$ cat src/rtl/dilation_seq_pkg.sv
// Shared types and helpers for the dilated-convolution layer sequencer.
// Layer l has dilation 4^l, so it fires when the low 2*l bits of the
// per-sample phase counter are all zero.
package dilation_seq_pkg;

    // Default stack depth and the layer index width that goes with it
    localparam int NUM_LAYERS_DEFAULT = 4;
    localparam int LAYER_W            = $clog2(NUM_LAYERS_DEFAULT);

    // Widest phase counter supported (8 layers -> 2*(8-1) bits)
    localparam int MAX_CNT_W = 14;

    // Sequencer states
    typedef enum logic [2:0] {
        IDLE,
        SHIFT,
        START,
        WAIT,
        DONE
    } seq_state_t;

    // Returns 1 when the given layer fires for the given phase count,
    // i.e. when the low 2*layer bits of the counter are all zero.
    function automatic logic fires(input logic [MAX_CNT_W-1:0] counter,
                                   input int                   layer);
        logic result;
        result = 1'b1;
        for (int i = 0; i < MAX_CNT_W; i++) begin
            if ((i < 2 * layer) && counter[i]) begin
                result = 1'b0;
            end
        end
        return result;
    endfunction

endpackage

$ cat src/rtl/dilation_phase_counter.sv
// Per-sample phase counter for the dilation sequencer. Counts completed
// samples modulo 2^CNT_W and publishes which layers fire for the sample
// currently being processed. Bit 0 of the mask is always set.
module dilation_phase_counter
    import dilation_seq_pkg::*;
#(
    parameter int NUM_LAYERS = 4,
    parameter int CNT_W      = 2 * (NUM_LAYERS - 1)
) (
    input  logic                  clk,
    input  logic                  rst,
    input  logic                  inc,
    output logic [CNT_W-1:0]      cnt,
    output logic [NUM_LAYERS-1:0] fire_mask
);

    logic [CNT_W-1:0] cnt_q;
    logic [CNT_W-1:0] cnt_d;

    // Next count: advance by one per completed sample, wrapping silently
    always_comb begin
        cnt_d = cnt_q;
        if (inc) begin
            cnt_d = cnt_q + CNT_W'(1);
        end
    end

    // Counter register with synchronous reset
    always_ff @(posedge clk) begin
        if (rst) begin
            cnt_q <= '0;
        end else begin
            cnt_q <= cnt_d;
        end
    end

    // Fire mask: layer l fires when the low 2*l counter bits are zero
    always_comb begin
        fire_mask    = '0;
        fire_mask[0] = 1'b1;
        for (int l = 1; l < NUM_LAYERS; l++) begin
            fire_mask[l] = fires(MAX_CNT_W'(cnt_q), l);
        end
    end

    assign cnt = cnt_q;

endmodule

$ cat src/rtl/dilation_layer_sequencer.sv
// Per-sample scheduler for a cached dilated causal convolution stack.
// For every accepted sample it walks the firing layers in order: shift the
// layer's 4-tap activation buffer, start the shared conv unit, wait for it,
// and feed its result into the next layer's buffer. The deepest result is
// published with a one-cycle out_valid pulse.
module dilation_layer_sequencer
    import dilation_seq_pkg::*;
#(
    parameter int W          = 16,
    parameter int NUM_LAYERS = 4,
    parameter int CNT_W      = 2 * (NUM_LAYERS - 1)
) (
    input  logic                          clk,
    input  logic                          rst,
    input  logic                          in_valid,
    input  logic [W-1:0]                  in_data,
    output logic                          in_ready,
    output logic [NUM_LAYERS-1:0]         shift_en,
    output logic [W-1:0]                  shift_data,
    output logic                          conv_start,
    output logic [$clog2(NUM_LAYERS)-1:0] conv_layer,
    input  logic                          conv_done,
    input  logic [W-1:0]                  conv_result,
    output logic                          out_valid,
    output logic [W-1:0]                  out_data,
    output logic [$clog2(NUM_LAYERS)-1:0] out_depth
);

    localparam int LW = $clog2(NUM_LAYERS);
    localparam logic [LW-1:0] LAST_LAYER = LW'(NUM_LAYERS - 1);

    seq_state_t state_q, state_d;
    logic [LW-1:0] layer_q, layer_d;
    logic [W-1:0]  sample_q, sample_d;
    logic [W-1:0]  result_q, result_d;
    logic [W-1:0]  out_data_q, out_data_d;
    logic [LW-1:0] out_depth_q, out_depth_d;

    logic [CNT_W-1:0]      phase_cnt;
    logic [NUM_LAYERS-1:0] fire_mask;
    logic                  next_fires;
    logic                  phase_inc;

    // The phase only advances once a sample has been fully sequenced
    assign phase_inc = (state_q == DONE);

    dilation_phase_counter #(
        .NUM_LAYERS (NUM_LAYERS),
        .CNT_W      (CNT_W)
    ) u_phase_counter (
        .clk       (clk),
        .rst       (rst),
        .inc       (phase_inc),
        .cnt       (phase_cnt),
        .fire_mask (fire_mask)
    );

    // Does the layer after the current one fire for this sample?
    always_comb begin
        next_fires = 1'b0;
        for (int l = 1; l < NUM_LAYERS; l++) begin
            if (int'(layer_q) + 1 == l) begin
                next_fires = fire_mask[l];
            end
        end
    end

    // State and datapath registers, synchronous reset
    always_ff @(posedge clk) begin
        if (rst) begin
            state_q     <= IDLE;
            layer_q     <= '0;
            sample_q    <= '0;
            result_q    <= '0;
            out_data_q  <= '0;
            out_depth_q <= '0;
        end else begin
            state_q     <= state_d;
            layer_q     <= layer_d;
            sample_q    <= sample_d;
            result_q    <= result_d;
            out_data_q  <= out_data_d;
            out_depth_q <= out_depth_d;
        end
    end

    // Next-state and datapath update logic
    always_comb begin
        state_d     = state_q;
        layer_d     = layer_q;
        sample_d    = sample_q;
        result_d    = result_q;
        out_data_d  = out_data_q;
        out_depth_d = out_depth_q;
        unique case (state_q)
            IDLE: begin
                if (in_valid) begin
                    sample_d = in_data;
                    layer_d  = '0;
                    state_d  = SHIFT;
                end
            end
            SHIFT: begin
                state_d = START;
            end
            START: begin
                state_d = WAIT;
            end
            WAIT: begin
                if (conv_done) begin
                    result_d = conv_result;
                    if ((layer_q != LAST_LAYER) && next_fires) begin
                        layer_d = layer_q + LW'(1);
                        state_d = SHIFT;
                    end else begin
                        // Publish now so the values are already valid while
                        // out_valid is high, and hold them until the next DONE
                        out_data_d  = conv_result;
                        out_depth_d = layer_q;
                        state_d     = DONE;
                    end
                end
            end
            DONE: begin
                state_d = IDLE;
            end
            default: begin
                state_d = IDLE;
            end
        endcase
    end

    // Moore outputs decoded from the current state
    always_comb begin
        in_ready   = 1'b0;
        shift_en   = '0;
        shift_data = '0;
        conv_start = 1'b0;
        out_valid  = 1'b0;
        unique case (state_q)
            IDLE: begin
                in_ready = 1'b1;
            end
            SHIFT: begin
                shift_en   = NUM_LAYERS'(1) << layer_q;
                shift_data = (layer_q == '0) ? sample_q : result_q;
            end
            START: begin
                conv_start = 1'b1;
            end
            WAIT: begin
            end
            DONE: begin
                out_valid = 1'b1;
            end
            default: begin
            end
        endcase
    end

    // The layer index is only changed on SHIFT entry, so it is stable from
    // START through WAIT
    assign conv_layer = layer_q;
    assign out_data   = out_data_q;
    assign out_depth  = out_depth_q;

endmodule

$ cat config.mk
export PLATFORM = sky130hd
export DESIGN_NAME = dilation_layer_sequencer
export DESIGN_NICKNAME = d
export VERILOG_FILES = /design/src/rtl/dilation_seq_pkg.sv /design/src/rtl/dilation_phase_counter.sv /design/src/rtl/dilation_layer_sequencer.sv
export SDC_FILE = /design/constraint.sdc
export NUM_CORES = 1
export LEC_CHECK = 0
export ABC_AREA = 1
export BUFFER_PORTS_ARGS = -buffer_cell sky130_fd_sc_hd__buf_4
export CORE_AREA = 4 4 79 81
export CTS_CLUSTER_DIAMETER = 60
export CTS_CLUSTER_SIZE = 10
export DETAILED_ROUTE_END_ITERATION = 7
export DIE_AREA = 0 0 83 85
export PLACE_DENSITY = 0.82
export SLEW_MARGIN = 20
export SYNTH_ARGS = -nofsm -noshare
export SYNTH_HDL_FRONTEND = slang
export SYNTH_SLANG_ARGS = --single-unit
$ cat constraint.sdc
create_clock -name clk -period 2 [get_ports clk]
set_input_delay 0 -clock clk [delete_from_list [all_inputs] [get_ports clk]]
set_output_delay 0 -clock clk [all_outputs]
set_load 0.005 [all_outputs]
==> results.yml, run 1 <==
outcome:
  status: "complete, no violations"
timing:
  finalSetupViolCount: 0
  period_minus_slack_ns: 1.829
  fmax_mhz: 546.9
  fin_crit_sh_pct: 91.43
  finalMaxSlewViolations: 0
  worst_slew_pin_slew_ns: 0.5628
  skew_ns: 0.005742
  max_slew_margin_pct: 62.48
  grt_setup_unrepaired: "no"
  tns_ns: 0
  setup_ws_ns: 0.1714
  hold_viol: 0
setup_path:
  critPathLaunchType: "register"
  path_max_fanout: 16
  cp.required_ns: 2.00
  critical_path_class: "register to output port"
  crit_arrival_ns: 1.83
  reg2reg_slack_ns: 0.22
  end_kind: "output port"
routing:
  antenna_left: 0
  first_iter_violations: 198
  drc: 0
  avgRoutedWirePerCell_um: 13.87
  drt_pass1_iterations: 4
  wirelength_mm: 7.782
  viasPerCell: 5.132
  vias: 2879
floorplanning:
  core_um2: 5473
  die_h_um: 85
  dieArea_um2: 7055
  boundaryPins: 79
  start_util_pct: 50.87
  num_rows: 27
  die_w_um: 83
grt:
  grt_first_pass_wirelength_mm: 13.08
  track_usage_pct: 22.49
  antenna_found_initial: 0
  grt_overflow: 0
  grt_max_degree: 57
  grt_pass1_vias: 2758
cells_and_area:
  diodes: 0
  stdcell_area_um2: 3896
  register_area_um2: 1224
  multiInputGateArea_um2: 1348
  drive_above_1_share_pct: 22.49
  nets: 529
  synthToLayoutAreaGrowth_pct: 39.96
  fillerInstances: 466
pwr:
  p_leak_nw: 1.537
  pwr-share-clk_pct: 32.6
  seqPwrFrac_pct: 40.0
  p_switching_mw: 1.123
  p_sw_share_pct: 33.30
  ir_drop_mv: 0.7498
  power_mw: 3.372
  power.density_nw_per_um2: 865.4
  intPower_mw: 2.249
  p_comb_share_pct: 27.3
clocking:
  clk_latency_ns: 0.34
  cts_buffers: 9
  cts.sinks: 61
  clkTransAtPathRegs_ns: 0.07
  cts_setup_buffers: 0
  cts_buffer_depth: 2
  htreeDepth: 3
  root_buffer: "clkbuf_8"
  cts_tree: "done"
yosys:
  yosysWarnings: 0
  synth_area_per_cell_um2: 7.250
  synth_area_um2: 2784
  netlist_instances: 384
  syn-num-nets: 429
  ys_ff_latch: 61
  yosysSeqAreaShare_pct: 43.87
  ys_types: 24
placed_design:
  routabilityCongestion: 0.8683
  io_buffers: 78
  dpl-instance-area_um2: 3351
  dp_hpwl_mm: 5.204
  dp_slack_ns: 0.07783
job:
  cap_violations: 0
hold_path:
  min-delay-path-class: "input port to register"
-- registers in the layout, indices dropped and copies added (netlist names) --
register             count
out_data                16
result_q                16
sample_q                16
u_phase_counter.cnt      6
state_q                  3
conv_layer               2
out_depth                2
-- per-layer routing --
| metal | vias to the layer above | global-route usage (%) | wire [um] |
|---|---|---|---|
| met5 | - | 0 | 0 |
| met3 | 15 | 6.311 | 448 |
| li1 | 1473 | - | - |
| met1 | 1308 | 28.37 | 3386 |
| met4 | 0 | 8.915 | 167 |
| met2 | 83 | 36.44 | 3779 |
-- Yosys cell counts --
cell | instances | area share [%]
a21oi_1 | 73 | 13
a31oi_1 | 1 | 0.22
buf_2 | 6 | 1.1
buf_4 | 4 | 1.1
buf_6 | 3 | 1.2
clkbuf_1 | 14 | 1.9
clkinv_1 | 1 | 0.13
dfxtp_1 | 61 | 44
ha_1 | 9 | 4.0
inv_1 | 18 | 2.4
inv_2 | 2 | 0.27
nand2_1 | 102 | 14
nand2_2 | 2 | 0.45
nand3_1 | 36 | 6.5
nand3_2 | 1 | 0.36
nand3b_1 | 1 | 0.27
nand4_1 | 18 | 4.0
nor2_1 | 24 | 3.2
nor2_2 | 1 | 0.22
nor2_4 | 1 | 0.40
o21a_1 | 1 | 0.27
o21ai_0 | 3 | 0.54
xnor2_1 | 1 | 0.31
xor2_1 | 1 | 0.31
-- logic make-up after synthesis --
| family | synth area share [%] |
|---|---|
| and+or+nand+nor | 29.21 |
| xor gates and xnor gates | 0.6293 |
| buffers and inverters | 8.090 |
| adders and majority gates | 4.045 |
| AOI/OAI and AO/OA | 14.16 |
| DFF | 43.87 |
-- what timing repair did --
item | in CTS | in global routing
hold endpoints to repair | 48 | 0
resized for setup | 0 | 6
hold buffers | 32 | 0
endpoints found under the setup margin | 0 | 37
-- cells in the final DEF (no fill, tap or decap), types with 2 or more instances in the layout --
| cell | count |
|---|---|
| dlygate4sd3_1 | 32 |
| nand3_1 | 36 |
| inv_2 | 2 |
| dfxtp_1 | 59 |
| nand2_2 | 2 |
| nand2_1 | 102 |
| o21ai_0 | 3 |
| clkinvlp_4 | 6 |
| dfxtp_2 | 2 |
| nor2_1 | 24 |
| nand4_1 | 18 |
| buf_4 | 83 |
| clkbuf_8 | 10 |
| inv_1 | 18 |
| a21oi_1 | 73 |
| ha_1 | 8 |
-- power by group through the flow --
stage / logic (mW) / clock network (mW) / registers, mW
after floorplan: 0.584 / 0 / 1.36
after global placement: 0.807 / 0 / 1.37
after detailed placement: 0.826 / 0 / 1.37
after CTS: 0.881 / 1.12 / 1.34
after global routing: 1.03 / 1.18 / 1.36
final: 0.922 / 1.10 / 1.35
-- per-stage QoR --
step | hold slack, ns | std cells | util (%)
3_5_place_dp | 0.2938 | 512 | 61.23
3_3_place_gp | 0.2898 | 512 | 61.23
4_1_cts | 0.02484 | 560 | 70.76
5_1_grt | 0.05138 | 561 | 71.19
6_report | 0.04033 | 561 | 71.19
2_1_floorplan | 0.1644 | 384 | -
-- final timing paths --
path	start	end	cells past startpoint
setup / recovery	conv_layer[0]	shift_data[8]	6
hold / removal	in_valid	sample_q[0]	3
setup reg to reg	conv_layer[0]	out_data[11]	10
hold reg to reg	sample_q[6]	sample_q[6]	2
-- final cells by class --
class                           instances  area share (%)
Tap cell                               72           2.312
Sequential cell                        61           31.41
Clock buffer                           11           3.629
Multi-Input combinational cell        275           34.59
Timing Repair Buffer                  115           24.21
Timing Repair inverter                  1          0.1927
Inverter                               21           2.119
Clock inverter                          5           1.541
-- critical path, cell delays in order, from the launching register on --
cell and delay, ns:
dfxtp_2 0.36, inv_1 0.15, ha_2 0.30, buf_4 0.24
nand2_1 0.07, a21oi_1 0.21, buf_4 0.15
(Power assumes the default switching activity.)
==> run 2, diff against run 1 <==
PLACE_DENSITY = 0.77   (was 0.82)
==> results.yml, run 2 (same netlist as run 1, synthesis figures left out) <==
cells_and_area:
  multiInputGateArea_um2: 1345
  postLayoutCoreUtil_pct: 71.42
  layout_common_cells: "nand2_1 (102), buf_4 (82), a21oi_1 (73), dfxtp_1 (59), nand3_1 (36)"
  mostFrequentLayoutCell: "nand2_1"
  diodes: 0
  nets: 529
  drive_above_1_share_pct: 22.29
  stdcell_area_um2: 3909
  fillerInstances: 445
  register_area_um2: 1224
  stdcell_count: 561
  synthToLayoutAreaGrowth_pct: 40.40
setup_path:
  reg2reg_slack_ns: 0.30
  max_stage_delay_ns: 0.35
  r2r-start: "conv_layer[0]"
  cp.required_ns: 2.00
  path_max_fanout: 17
  critPathLaunchType: "register"
  worstPathCellList: "inv_1, ha_1, clkinvlp_4, nand2_1, a21oi_1, buf_4"
  critical_path_class: "register to output port"
  r2r-end: "out_data[14]"
  slowest_stage: "dfxtp_2"
  crit_arrival_ns: 1.79
  end_kind: "output port"
  rr_worst_depth: 10
timing:
  grt_setup_unrepaired: "no"
  hold_viol: 0
  max_slew_margin_pct: 75.23
  worst_slew_pin_slew_ns: 0.3716
  timing.hold.ws_ns: 0.05431
  fin_crit_sh_pct: 89.29
  finalMaxSlewViolations: 0
  fmax_mhz: 560.0
  setup_ws_ns: 0.2142
  period_minus_slack_ns: 1.786
  skew_ns: 0.01160
  tns_ns: 0
  finalSetupViolCount: 0
clocking:
  root_buffer: "clkbuf_8"
  clkTransAtPathRegs_ns: 0.07
  clk_latency_ns: 0.33
  cts_buffer_depth: 2
  htreeDepth: 3
  cts_setup_buffers: 0
  cts.sinks: 61
  cts_buffers: 9
  cts_tree: "done"
grt:
  grt_overflow: 0
  grt_first_pass_wirelength_mm: 12.69
  grt_pass1_vias: 2632
  grt_max_degree: 38
  antenna_found_initial: 0
  track_usage_pct: 21.61
routing:
  drt_pass1_iterations: 4
  vias: 2850
  avgRoutedWirePerCell_um: 13.56
  wirelength_mm: 7.608
  antenna_left: 0
  drc: 0
  first_iter_violations: 148
  viasPerCell: 5.080
placed_design:
  dp.cells: 512
  dp_hpwl_mm: 4.991
  dpl-instance-area_um2: 3351
  dp_slack_ns: 0.1292
  routabilityCongestion: 0.9067
  io_buffers: 78
pwr:
  p_leak_nw: 1.556
  ir_drop_mv: 0.5654
  power.density_nw_per_um2: 866.9
  power_mw: 3.388
hold_path:
  min-delay-path-class: "input port to register"
  hold_end: "sample_q[13]"
  hp-start: "in_valid"
  hold_depth: 3
floorplanning:
  num_rows: 27
  boundaryPins: 79
  core_um2: 5473
  die_w_um: 83
  die_h_um: 85
  start_util_pct: 50.87
  dieArea_um2: 7055
outcome:
  status: "complete, no violations"
job:
  cap_violations: 0
-- run 2: cell types whose count changed in the layout (fill, tap and decap cells not counted), sizes merged --
cell         previous run  this run
clkinvlp                6         3
clkinv                  0         2
dlygate4sd3            32        33
-- run 2: layout make-up --
class | instances | share of cell area, %
clock buffers | 11 | 3.873
clock inverters | 5 | 1.504
inverters | 21 | 2.113
multi-input cells | 275 | 34.41
flip-flops and latches | 61 | 31.31
well taps | 72 | 2.305
repair buffers | 116 | 24.49
-- run 2: worst max-delay path: cells and delay by family, from the launching register on --
kind,cells,cell delay (ns)
buffers and inverters,3,0.59
flip-flops,1,0.35
adder cells (fa/ha/maj),1,0.27
AND/OR/NAND/NOR,1,0.16
AO/OA/AOI/OAI,1,0.09
-- run 2: how the worst max path moves through the flow --
stage / startpoint / endpoint / slack [ns] / cells after the start
floorplan: conv_layer[0] / out_data[10] / 0.36 / 11
global placement: conv_layer[0] / out_data[10] / 0.23 / 10
detailed placement: conv_layer[0] / out_depth[1] / 0.13 / 10
CTS: conv_layer[1] / shift_data[7] / 0.10 / 6
global route: conv_layer[0] / state_q[0] / 0.06 / 11
finish: conv_layer[1] / shift_data[3] / 0.21 / 6
-- run 2: per-layer routing --
metal	track usage, %	up-vias	share of wire (%)
met2	33.53	86	47
met4	9.361	0	1.7
met1	28.66	1284	47
met3	5.243	13	5.0
li1	-	1467	-
met5	0	-	0
-- run 2: what timing repair did --
| item | CTS | global route |
|---|---|---|
| setup endpoints to repair | 0 | 29 |
| resized for setup | 0 | 5 |
| hold buffers | 33 | 0 |
| hold endpoints to repair | 48 | 0 |
-- run 2: where the power goes --
| part | switching (mW) | internal [mW] |
|---|---|---|
| combinational | 0.563 | 0.349 |
| clock | 0.486 | 0.643 |
| sequential | 0.0580 | 1.29 |
| total | 1.11 | 2.28 |
==> run 3, diff against run 2 <==
CORE_AREA = 4 4 76 78   (was 4 4 79 81)
DIE_AREA = 0 0 80 82   (was 0 0 83 85)
HOLD_SLACK_MARGIN = 0.12   (was unset)
PLACE_DENSITY = 0.83   (was 0.77)
clock period = 2.1 ns   (was 2 ns; I/O delays follow)
==> results.yml, run 3 (same netlist as run 1, synthesis figures left out) <==
routing:
  vias: 3086
  wirelength_mm: 8.531
  drt_pass1_iterations: 5
  drc: 0
  avgRoutedWirePerCell_um: 14.81
  viasPerCell: 5.358
  antenna_left: 0
  first_iter_violations: 210
pwr:
  p_leak_nw: 1.597
  ir_drop_mv: 0.4355
  power_mw: 3.343
  power.density_nw_per_um2: 821.9
floorplanning:
  die_w_um: 80
  boundaryPins: 79
  num_rows: 26
  start_util_pct: 54.86
  dieArea_um2: 6560
  core_um2: 5075
  die_h_um: 82
timing:
  finalMaxSlewViolations: 0
  fin_crit_sh_pct: 93.51
  hold_viol: 0
  fmax_mhz: 509.2
  worst_slew_pin_slew_ns: 0.5738
  finalSetupViolCount: 0
  skew_ns: 0.008416
  period_minus_slack_ns: 1.964
  grt_setup_unrepaired: "no"
  max_slew_margin_pct: 61.74
  tns_ns: 0
placed_design:
  routabilityCongestion: 0.8392
  dp_hpwl_mm: 5.037
  io_buffers: 78
  dpl-instance-area_um2: 3348
  dp.cells: 510
clocking:
  root_buffer: "clkbuf_8"
  cts_tree: "done"
  clk_latency_ns: 0.34
  cts_buffers: 9
  clkTransAtPathRegs_ns: 0.07
  cts.sinks: 61
  cts_buffer_depth: 2
  htreeDepth: 3
setup_path:
  reg2reg_slack_ns: 0.14
  end_kind: "register"
  slowest_stage: "dlygate4sd3_1"
  r2r-end: "result_q[15]"
  worstPathCellList: "nand2_1, nor2_4, buf_4, nand3_1, dlygate4sd3_1, a21oi_1"
  critPathLaunchType: "register"
  path_max_fanout: 17
  critical_path_class: "register to register"
  crit_family: "buffers and inverters"
  max_stage_delay_ns: 0.56
  worst-path-buf-inv: 2
  crit_arrival_ns: 2.24
  rr_worst_depth: 6
  r2r-start: "state_q[0]"
  cp.required_ns: 2.38
cells_and_area:
  stdcell_count: 576
  stdcell_area_um2: 4068
  diodes: 0
  postLayoutCoreUtil_pct: 80.15
  mostFrequentLayoutCell: "nand2_1"
  layout_common_cells: "nand2_1 (102), buf_4 (83), a21oi_1 (73), dfxtp_1 (60), dlygate4sd3_1 (50)"
  synthToLayoutAreaGrowth_pct: 46.11
  nets: 546
  drive_above_1_share_pct: 20.95
hold_path:
  hold_depth: 2
  hp-start: "rst"
  hold_end: "u_phase_counter.cnt[4]"
  min-delay-path-class: "input port to register"
outcome:
  status: "complete, no violations"
grt:
  antenna_found_initial: 0
  grt_first_pass_wirelength_mm: 13.98
  grt_pass1_vias: 2988
  track_usage_pct: 27.57
  grt_overflow: 0
  grt_max_degree: 57
job:
  cap_violations: 0
[run 3: cell count changes in the layout (fill, tap and decap cells not counted)]
cell / before / now
dfxtp_1: 59 / 60
dfxtp_2: 2 / 1
buf_4: 82 / 83
clkinvlp_4: 3 / 1
clkbuf_1: 0 / 2
clkinv_2: 1 / 3
clkbuf_8: 11 / 9
clkinv_4: 1 / 0
bufinv_16: 1 / 2
dlygate4sd3_1: 33 / 50
buf_6: 1 / 0
[run 3: layout make-up]
type / count / area, um2
Tap cell: 70 / 87.58
Clock buffer: 11 / 131.4
Fill cell: 367 / 1007
Clock inverter: 5 / 75.07
Multi-Input combinational cell: 275 / 1345
Inverter: 21 / 82.58
Timing Repair Buffer: 133 / 1124
Sequential cell: 61 / 1222
[run 3: per-layer routing]
metal,GRT usage [%],wire (um)
met3,6.689,533
met2,44.87,4110
met1,33.65,3635
met4,14.86,251
met5,0,0
[run 3: what timing repair did]
| item | 4_1_cts | 5_1_grt |
|---|---|---|
| endpoints found under the setup margin | 0 | 19 |
| buffers inserted | 0 | 0 |
| resized for setup | 0 | 3 |
| hold buffers | 50 | 0 |
| hold endpoints to repair | 48 | 0 |
[run 3: worst max path at each step]
stage	from	endpoint	slack, ns	depth (start not counted)
2_1_floorplan	conv_layer[0]	out_data[10]	0.46	11
3_3_place_gp	conv_layer[0]	out_depth[0]	0.31	10
3_5_place_dp	conv_layer[0]	out_depth[1]	0.18	10
4_1_cts	conv_layer[0]	out_data[8]	0.17	10
5_1_grt	state_q[0]	result_q[15]	0.02	6
6_report	state_q[0]	result_q[15]	0.14	6
[run 3: power by group]
part	switching, mW	internal [mW]	total, mW
registers	0.0613	1.23	1.29
clock network	0.456	0.663	1.12
logic	0.561	0.375	0.936
total	1.08	2.27	3.34
[run 3: per-stage QoR]
stage / hold WS, ns / worst slack (ns)
2_1_floorplan: 0.1644 / 0.4551
3_3_place_gp: 0.2872 / 0.3105
3_5_place_dp: 0.2884 / 0.1795
4_1_cts: 0.1207 / 0.1654
5_1_grt: 0.1596 / 0.01882
6_report: 0.1415 / 0.1363
